===== src/rtl/memory_access_stage.sv =====
// MEM pipeline stage: MIPS loads/stores over a single-outstanding req/ack bus,
// lane steering, load extension, alignment and bus-timeout exceptions.
//
// state | meaning
// IDLE  | no access in flight; pass-through ops and faulting ops retire here
// WAIT  | request on the bus, waiting for ack or timeout
// DONE  | access finished; result enters MEM/WB when stall_in drops
module memory_access_stage #(
    parameter int TIMEOUT = 255
) (
    input  logic        clk,
    input  logic        rst,
    input  logic        stall_in,
    input  logic        flush,
    input  logic        ex_valid,
    input  logic [31:0] ex_pc,
    input  logic [3:0]  ex_mem_op,
    input  logic [31:0] ex_addr,
    input  logic [31:0] ex_store_data,
    input  logic        ex_reg_write_en,
    input  logic [4:0]  ex_reg_write_addr,
    input  logic [31:0] ex_reg_write_data,
    input  logic [3:0]  ex_exception,
    output logic        dbus_req,
    output logic        dbus_we,
    output logic [31:0] dbus_addr,
    output logic [3:0]  dbus_byte_en,
    output logic [31:0] dbus_wdata,
    input  logic        dbus_ack,
    input  logic [31:0] dbus_rdata,
    output logic        mem_busy,
    output logic        wb_valid,
    output logic [31:0] wb_pc,
    output logic        wb_reg_write_en,
    output logic [4:0]  wb_reg_write_addr,
    output logic [31:0] wb_reg_write_data,
    output logic [3:0]  wb_exception,
    output logic [31:0] wb_bad_vaddr
);
    localparam int CW = (TIMEOUT < 2) ? 1 : $clog2(TIMEOUT);
    localparam logic [3:0] OP_LB = 4'd1, OP_LBU = 4'd2, OP_LH = 4'd3, OP_LHU = 4'd4,
                           OP_LW = 4'd5, OP_SB = 4'd6, OP_SH = 4'd7, OP_SW = 4'd8;
    localparam logic [3:0] EXC_ADDR_LOAD = 4'd4, EXC_ADDR_STORE = 4'd5, EXC_BUS = 4'd6;

    typedef enum logic [1:0] {S_IDLE, S_WAIT, S_DONE} state_t;

    state_t        state_q, state_d;
    logic [CW-1:0] cnt_q, cnt_d;
    logic          cancel_q, cancel_d, bus_err_q, bus_err_d;
    logic [31:0]   rdata_q, rdata_d;
    logic          req_q, req_d, we_q, we_d;
    logic [31:0]   addr_q, addr_d, wdata_q, wdata_d;
    logic [3:0]    be_q, be_d;

    logic        is_load, is_store, is_mem, misaligned, access_start;
    logic [3:0]  lane_be;
    logic [31:0] lane_wdata, ld_data, wb_data_d, bad_vaddr_d;
    logic [7:0]  ld_byte;
    logic [15:0] ld_half;
    logic [3:0]  exc_final;

    assign is_load  = (ex_mem_op >= OP_LB) && (ex_mem_op <= OP_LW);
    assign is_store = (ex_mem_op >= OP_SB) && (ex_mem_op <= OP_SW);
    assign is_mem   = is_load | is_store;
    assign misaligned = ((ex_mem_op == OP_LH || ex_mem_op == OP_LHU || ex_mem_op == OP_SH) && ex_addr[0])
                      | ((ex_mem_op == OP_LW || ex_mem_op == OP_SW) && (ex_addr[1:0] != 2'b00));
    assign access_start = ex_valid & is_mem & (ex_exception == 4'd0) & ~misaligned & ~flush;
    assign mem_busy = ((state_q == S_IDLE) & access_start) | (state_q == S_WAIT);

    always_comb begin
        lane_be    = 4'b1111;
        lane_wdata = ex_store_data;
        case (ex_mem_op)
            OP_SB: begin
                lane_be    = 4'b0001 << ex_addr[1:0];
                lane_wdata = {4{ex_store_data[7:0]}};
            end
            OP_SH: begin
                lane_be    = ex_addr[1] ? 4'b1100 : 4'b0011;
                lane_wdata = {2{ex_store_data[15:0]}};
            end
            default: ;
        endcase
    end

    always_comb begin
        state_d   = state_q;
        cnt_d     = cnt_q;
        cancel_d  = cancel_q;
        bus_err_d = bus_err_q;
        rdata_d   = rdata_q;
        req_d     = req_q;
        we_d      = we_q;
        addr_d    = addr_q;
        be_d      = be_q;
        wdata_d   = wdata_q;
        case (state_q)
            S_IDLE: begin
                if (access_start) begin
                    state_d   = S_WAIT;
                    req_d     = 1'b1;
                    we_d      = is_store;
                    addr_d    = {ex_addr[31:2], 2'b00};
                    be_d      = lane_be;
                    wdata_d   = lane_wdata;
                    cnt_d     = '0;
                    cancel_d  = 1'b0;
                    bus_err_d = 1'b0;
                end
            end
            S_WAIT: begin
                if (flush) cancel_d = 1'b1;
                // A flushed access still runs to completion, then its result is dropped.
                if (dbus_ack) begin
                    req_d    = 1'b0;
                    rdata_d  = dbus_rdata;
                    state_d  = (cancel_q | flush) ? S_IDLE : S_DONE;
                    cancel_d = 1'b0;
                end else if (cnt_q == CW'(TIMEOUT - 1)) begin
                    req_d     = 1'b0;
                    bus_err_d = 1'b1;
                    state_d   = (cancel_q | flush) ? S_IDLE : S_DONE;
                    cancel_d  = 1'b0;
                end else begin
                    cnt_d = cnt_q + CW'(1);
                end
            end
            S_DONE: begin
                if (flush | ~stall_in) state_d = S_IDLE;
            end
            default: state_d = S_IDLE;
        endcase
    end

    always_comb begin
        case (ex_addr[1:0])
            2'd0:    ld_byte = rdata_q[7:0];
            2'd1:    ld_byte = rdata_q[15:8];
            2'd2:    ld_byte = rdata_q[23:16];
            default: ld_byte = rdata_q[31:24];
        endcase
        ld_half = ex_addr[1] ? rdata_q[31:16] : rdata_q[15:0];
        case (ex_mem_op)
            OP_LB:   ld_data = {{24{ld_byte[7]}}, ld_byte};
            OP_LBU:  ld_data = {24'd0, ld_byte};
            OP_LH:   ld_data = {{16{ld_half[15]}}, ld_half};
            OP_LHU:  ld_data = {16'd0, ld_half};
            default: ld_data = rdata_q;
        endcase
        wb_data_d = is_load ? ld_data : ex_reg_write_data;
    end

    always_comb begin
        exc_final   = 4'd0;
        bad_vaddr_d = 32'd0;
        if (ex_exception != 4'd0) begin
            exc_final = ex_exception;
        end else if (is_mem && misaligned) begin
            exc_final   = is_load ? EXC_ADDR_LOAD : EXC_ADDR_STORE;
            bad_vaddr_d = ex_addr;
        end else if (state_q == S_DONE && bus_err_q) begin
            exc_final   = EXC_BUS;
            bad_vaddr_d = ex_addr;
        end
    end

    always_ff @(posedge clk) begin
        if (rst) begin
            state_q   <= S_IDLE;
            cnt_q     <= '0;
            cancel_q  <= 1'b0;
            bus_err_q <= 1'b0;
            rdata_q   <= 32'd0;
            req_q     <= 1'b0;
            we_q      <= 1'b0;
            addr_q    <= 32'd0;
            be_q      <= 4'd0;
            wdata_q   <= 32'd0;
        end else begin
            state_q   <= state_d;
            cnt_q     <= cnt_d;
            cancel_q  <= cancel_d;
            bus_err_q <= bus_err_d;
            rdata_q   <= rdata_d;
            req_q     <= req_d;
            we_q      <= we_d;
            addr_q    <= addr_d;
            be_q      <= be_d;
            wdata_q   <= wdata_d;
        end
    end

    always_ff @(posedge clk) begin
        if (rst | flush) begin
            wb_valid          <= 1'b0;
            wb_pc             <= 32'd0;
            wb_reg_write_en   <= 1'b0;
            wb_reg_write_addr <= 5'd0;
            wb_reg_write_data <= 32'd0;
            wb_exception      <= 4'd0;
            wb_bad_vaddr      <= 32'd0;
        end else if (!(mem_busy | stall_in)) begin
            wb_valid          <= ex_valid;
            wb_pc             <= ex_pc;
            wb_reg_write_en   <= ex_reg_write_en & (exc_final == 4'd0);
            wb_reg_write_addr <= ex_reg_write_addr;
            wb_reg_write_data <= wb_data_d;
            wb_exception      <= exc_final;
            wb_bad_vaddr      <= bad_vaddr_d;
        end
    end

    assign dbus_req     = req_q;
    assign dbus_we      = we_q;
    assign dbus_addr    = addr_q;
    assign dbus_byte_en = be_q;
    assign dbus_wdata   = wdata_q;
endmodule


===== config.mk =====
export PLATFORM = sky130hd
export DESIGN_NAME = memory_access_stage
export DESIGN_NICKNAME = d
export VERILOG_FILES = /design/src/rtl/memory_access_stage.sv
export SDC_FILE = /design/constraint.sdc
export NUM_CORES = 1
export LEC_CHECK = 0
export ABC_AREA = 1
export CAP_MARGIN = 10
export CORE_MARGIN = 2
export CORE_UTILIZATION = 45
export CTS_BUF_LIST = sky130_fd_sc_hd__clkbuf_4
export CTS_CLUSTER_DIAMETER = 120
export DETAILED_ROUTE_END_ITERATION = 10
export GPL_TIMING_DRIVEN = 0
export PLACE_DENSITY = 0.92
export SETUP_SLACK_MARGIN = 0.05
export SYNTH_ARGS = -nofsm -noshare
export SYNTH_HDL_FRONTEND = slang
export SYNTH_SLANG_ARGS = --single-unit
export TNS_END_PERCENT = 100

===== constraint.sdc =====
create_clock -name clk -period 4.3 [get_ports clk]
set_input_delay 0.86 -clock clk [delete_from_list [all_inputs] [get_ports clk]]
set_output_delay 0.86 -clock clk [all_outputs]
set_load 0.02 [all_outputs]

After elaboration in Yosys (flattened, before gate mapping)
Cells that the tools add are included.

$add $sub $neg: 1. Magnitude comparators: 4. Equal/unequal tests: 20. Shift operators: 1. Muxes and demuxes: 36. Bitwise operators: 16. Reduce and logical (&&, ||, !) cells: 23.

Operators with widths (number): 2-to-1 mux 32 bit (4); case mux 32 bit (4 select lines) (1); case mux 32 bit (2 select lines) (1); 2-to-1 mux 8 bit (3); case mux 8 bit (3 select lines) (1); == test 4 x 3 -> 1 bit (second input constant) (4); 2-to-1 mux 16 bit (1); case mux 8 bit (2 select lines) (1); 2-to-1 mux 1 bit (10); 2-to-1 mux 2 bit (5); AND reduction 3 bit (3); adder 8 x 1 -> 8 bit (second input constant) (1); == test 4 x 2 -> 1 bit (second input constant) (2); == test 8 bit (second input constant) (1); zero test 4 bit (2); 2-to-1 mux 4 bit (2); inequality test 2 bit (second input constant) (4); case mux 4 bit (2 select lines) (1); AND reduction 4 bit (2); bitwise OR 1 bit (7); AND 1 bit (6); logical AND 1 bit (6); 2-to-1 mux 3 bit (2); case mux 1 bit (2 select lines) (3); 19 further kinds (28).

Bits in registers: 219. Output and inout port bits: 178.

Longest topological paths before layout
Gate-level depths: netlist of run 1.

Depth after elaboration: 11. Depth in mapped cells: 13.

Worst setup path after synthesis of run 1
No wires, ideal clock.

Kind: input to output. Start point: in ex_addr[0]. End point: out mem_busy. Data arrival time: 1.759 ns. Setup slack: 1.681 ns. Cell stages on the path: 6. Cells stage by stage: buf_2 > nor2_2 > inv_1 > nand2_1 > nand4_4 > nand2_4.

Cells in the longest elaborated chain, start to end: 8. Elaborated cells on any way between the ends: 9.

Ends and longest elaborated chain: start, declared (RTL line 18) `input logic [31:0] ex_addr,`; nonzero test 2 bit (RTL line 66) `| ((ex_mem_op == OP_LW || ex_mem_op == OP_SW) && (ex_addr[1:0] != 2'b00));`; logical AND 1 bit (RTL line 66); bitwise OR 1 bit (*) (RTL line 66); NOT 1 bit (*) (RTL line 67) `assign access_start = ex_valid & is_mem & (ex_exception == 4'd0) & ~misaligned & ~flush;`; AND 1 bit (*) (2 in a row) (RTL line 67); AND 1 bit (*) (RTL line 68) `assign mem_busy = ((state_q == S_IDLE) & access_start) | (state_q == S_WAIT);`; bitwise OR 1 bit (*) (RTL line 68); end, declared (RTL line 31) `output logic mem_busy,`.

Every way passes the cells marked *; elsewhere a longest branch is shown, timed or not.

Worst setup path after layout of run 1
Start point: in ex_mem_op[2]. End point: out mem_busy.

Cells in the longest elaborated chain, start to end: 10. Elaborated cells on any way between the ends: 25.

Ends and longest elaborated chain: start, declared (RTL line 17) `input logic [3:0] ex_mem_op,`; parallel branches: the longest is 6 deep, another holds >= comparator 4 x 1 -> 1 bit; AND 1 bit (*) (2 in a row) (RTL line 67); AND 1 bit (*) (RTL line 68); bitwise OR 1 bit (*) (RTL line 68).

Mark *: on every way between the ends.

==> results of run 1 <==
==> through the flow <==
step           area, sq um  util (%)
6_report             14120     67.19
5_1_grt              14120     67.19
4_1_cts              14120     67.17
3_5_place_dp         13510     64.29
3_3_place_gp         13510     64.29
2_1_floorplan         9637         -
==> sequential cells by signal, indices dropped and copies added (netlist names), 2 cells and up <==
signal             flops
dbus_wdata            32
rdata_q               32
wb_bad_vaddr          32
wb_pc                 32
wb_reg_write_data     32
dbus_addr             30
cnt_q                  8
wb_reg_write_addr      5
dbus_byte_en           4
wb_exception           4
state_q                2
==> kinds of logic after synthesis <==
| family | Yosys count | share of synthesized area [%] |
|---|---|---|
| AOI/OAI and AO/OA | 396 | 21.16 |
| adders and majority gates | 2 | 0.2597 |
| buffers and inverters | 166 | 7.404 |
| DFF | 219 | 45.51 |
| other | 1 | 0.03893 |
| and+or+nand+nor | 599 | 25.63 |
==> cell type report <==
type / count / area, sq um / share of cell area [%]
flip-flops and latches: 219 / 4384 / 31.04
repair buffers: 353 / 3533 / 25.02
plain buffers: 97 / 454.2 / 3.216
inverters: 69 / 259.0 / 1.834
clock buffers: 73 / 548.0 / 3.880
well taps: 275 / 344.1 / 2.436
multi-input cells: 999 / 4539 / 32.14
diodes: 1 / 2.502 / 0.01772
clock inverters: 13 / 58.81 / 0.4164
==> tightest hold or removal path, stage by stage, from the launching register on <==
cell	delay, ns
dfxtp_1	0.30
inv_1	0.06
a21oi_1	0.06
==> worst paths after layout <==
check                                    end  slack (ns)
setup / recovery                    mem_busy        0.19
hold / removal        bus_err_q$_SDFFE_PP0P_        0.46
setup reg to reg  dbus_addr[27]$_SDFFE_PP0P_        2.01
hold reg to reg       bus_err_q$_SDFFE_PP0P_        0.46
==> metal layers <==
layer | GRT usage [%] | vias up | share of wire, %
met2 | 54.45 | 724 | 47
met3 | 8.485 | 119 | 11
met4 | 14.67 | 0 | 4.5
met1 | 37.91 | 5232 | 37
met5 | 0 | - | 0
li1 | - | 5422 | -
==> where the power goes <==
| group | internal (mW) | total, mW | switching [mW] |
|---|---|---|---|
| sequential | 2.06 | 2.08 | 0.0199 |
| combinational | 0.284 | 0.619 | 0.335 |
| clock | 0.778 | 1.62 | 0.846 |
| total | 3.12 | 4.33 | 1.20 |
==> Yosys cell counts (all sizes together) <==
library cell  number  share of area, %
nand3b             3              0.27
ha                 2              0.26
conb               1             0.039
a22oi              1             0.078
clkbuf            54               2.1
o22ai              1             0.065
nand4              4              0.42
o21ai            156               8.1
o21a               1             0.078
o21bai             1             0.078
a41oi              4              0.36
nand2            308                12
a21oi            219                11
nor2             185               7.5
buf               43               2.6
o211ai            13               1.0
clkinv             4              0.16
inv               65               2.5
nor3              18              0.94
nand3             80               4.3
nor4               1             0.065
dfxtp            219                46
==> flow_metrics.env, run 1 <==
export IMPL_outcome="complete, no violations"
export IMPL_cp_max_fo=10
export IMPL_drt_iter0_drc=816
export IMPL_drive_gt1_share_pct=7.186
export IMPL_core_rowCount=53
export IMPL_dieArea_sq_um=22590
export IMPL_dr_pass1_iters=6
export IMPL_port_buffers=353
export IMPL_avgSynthCellArea_sq_um=6.965
export IMPL_grt_pass1_wl_mm=56.94
export IMPL_dp_cells=2012
export IMPL_slew_limit_headroom_pct=50.70
export IMPL_fin_skew_ns=0.06345
export IMPL_period_share_pct=95.56
export IMPL_ios=358
export IMPL_dr_total_vias=11500
export IMPL_mostFrequentLayoutCells="clkdlybuf4s50_1, nand2_1, a21oi_1, dfxtp_1, nor2_1"
export IMPL_setup_slack_ns=0.1909
export IMPL_r2r_start="state_q[1]$_SDFFE_PP0P_"
export IMPL_synth_cells=1383
export IMPL_holdPathStages=2
export IMPL_rsz0062_at_grt="no"
export IMPL_dieWidth_microns=150.3
export IMPL_first_global_vias=10840
export IMPL_start_util_pct=45.82
export IMPL_setup_viol=0
export IMPL_fmax_mhz=243.4
export IMPL_numCtsBuffers=54
export IMPL_finalHoldViolations=0
export IMPL_post_drt_wl_per_cell_microns=18.22
export IMPL_ys_warnings_count=0
export IMPL_fillCellCount=1689
export IMPL_maxSlewViolCount=0
export IMPL_max_stage_delay_ns=0.65
export IMPL_htreeDepth=2
export IMPL_worst_slew_pin_slew_ns=0.7368
export IMPL_cts_tree="done"
export IMPL_worstPathRequired_ns=3.44
export IMPL_pwr_density_cell_nw_per_um2=306.2
export IMPL_worstPathBufferInverterCount=2
export IMPL_antenna_left=0
export IMPL_fin_crit_ns=4.109
export IMPL_syn_cell_area_sq_um=9633
export IMPL_groute_usage_overall_pct=32.10
export IMPL_clock_tree_buffer_depth=3
export IMPL_synth_seq_cells=219
export IMPL_grt_max_degree=16
export IMPL_r2r_cells=5
export IMPL_crit_arrival_ns=3.25
export IMPL_max_cap_violations=0
export IMPL_cts_setup_buffers=0
export IMPL_final_common_cell="clkdlybuf4s50_1"
export IMPL_areaGrowthSynthToFinish_pct=46.62
export IMPL_dp_hpwl_mm=28.96
export IMPL_cts_resized=0
export IMPL_cp_slowest_cell="clkdlybuf4s50_1"
export IMPL_path_cells="clkdlybuf4s50_1 -> nor2_2 -> nand2_1 -> nand2_2 -> nor2_1 -> nor2_2 -> nand4_4 -> nand2_4 -> clkdlybuf4s50_1"
export IMPL_hold_slack_ns=0.4579
export IMPL_power_mw=4.325
export IMPL_critPathKind="primary input to primary output"
export IMPL_clock_sinks=219
export IMPL_min_from="bus_err_q$_SDFFE_PP0P_"
export IMPL_p_leak_nw=5.395
export IMPL_cts_hold_buf=0
export IMPL_min_path_type="flip-flop to flip-flop"
export IMPL_tns_ns=0
export IMPL_gr_total_overflow=0
export IMPL_ys_types=34
export IMPL_startpoint_type="primary input"
export IMPL_end_kind="primary output"
export IMPL_ys_seq_area_share_pct=45.51
export IMPL_final_nets=1975
export IMPL_wirelength_mm=38.25
export IMPL_antenna_found_initial=1
export IMPL_cts_root_buf="clkbuf_4"
export IMPL_crit_family="simple AND/OR/NAND/NOR gates"
export IMPL_layout_cells_non_filler=2099
export IMPL_path_clk_slew_ns=0.06
export IMPL_worstSetupPathDepth=9
export IMPL_routed_via_density=5.477
export IMPL_core_sq_um=21020
export IMPL_clk_latency_ns=0.72
export IMPL_gp_congestion=0.9693
export IMPL_die_h_microns=150.3
export IMPL_peakVddDrop_mv=0.2048
export IMPL_drc=0
export IMPL_place_ws_ns=0.2147
export IMPL_startpoint="ex_mem_op[2]"
(Power assumes the default switching activity.)
==> inputs of run 2 (changes only) <==
--- a/config.mk
+++ b/config.mk
@@ -15,6 +15,7 @@
 export GPL_TIMING_DRIVEN = 0
 export PLACE_DENSITY = 0.92
 export SETUP_SLACK_MARGIN = 0.05
+export SLEW_MARGIN = 20
 export SYNTH_ARGS = -nofsm -noshare
 export SYNTH_HDL_FRONTEND = slang
 export SYNTH_SLANG_ARGS = --single-unit
==> results of run 2 <==
Same layout as run 1: the final DEF is identical, and so are final timing and power.
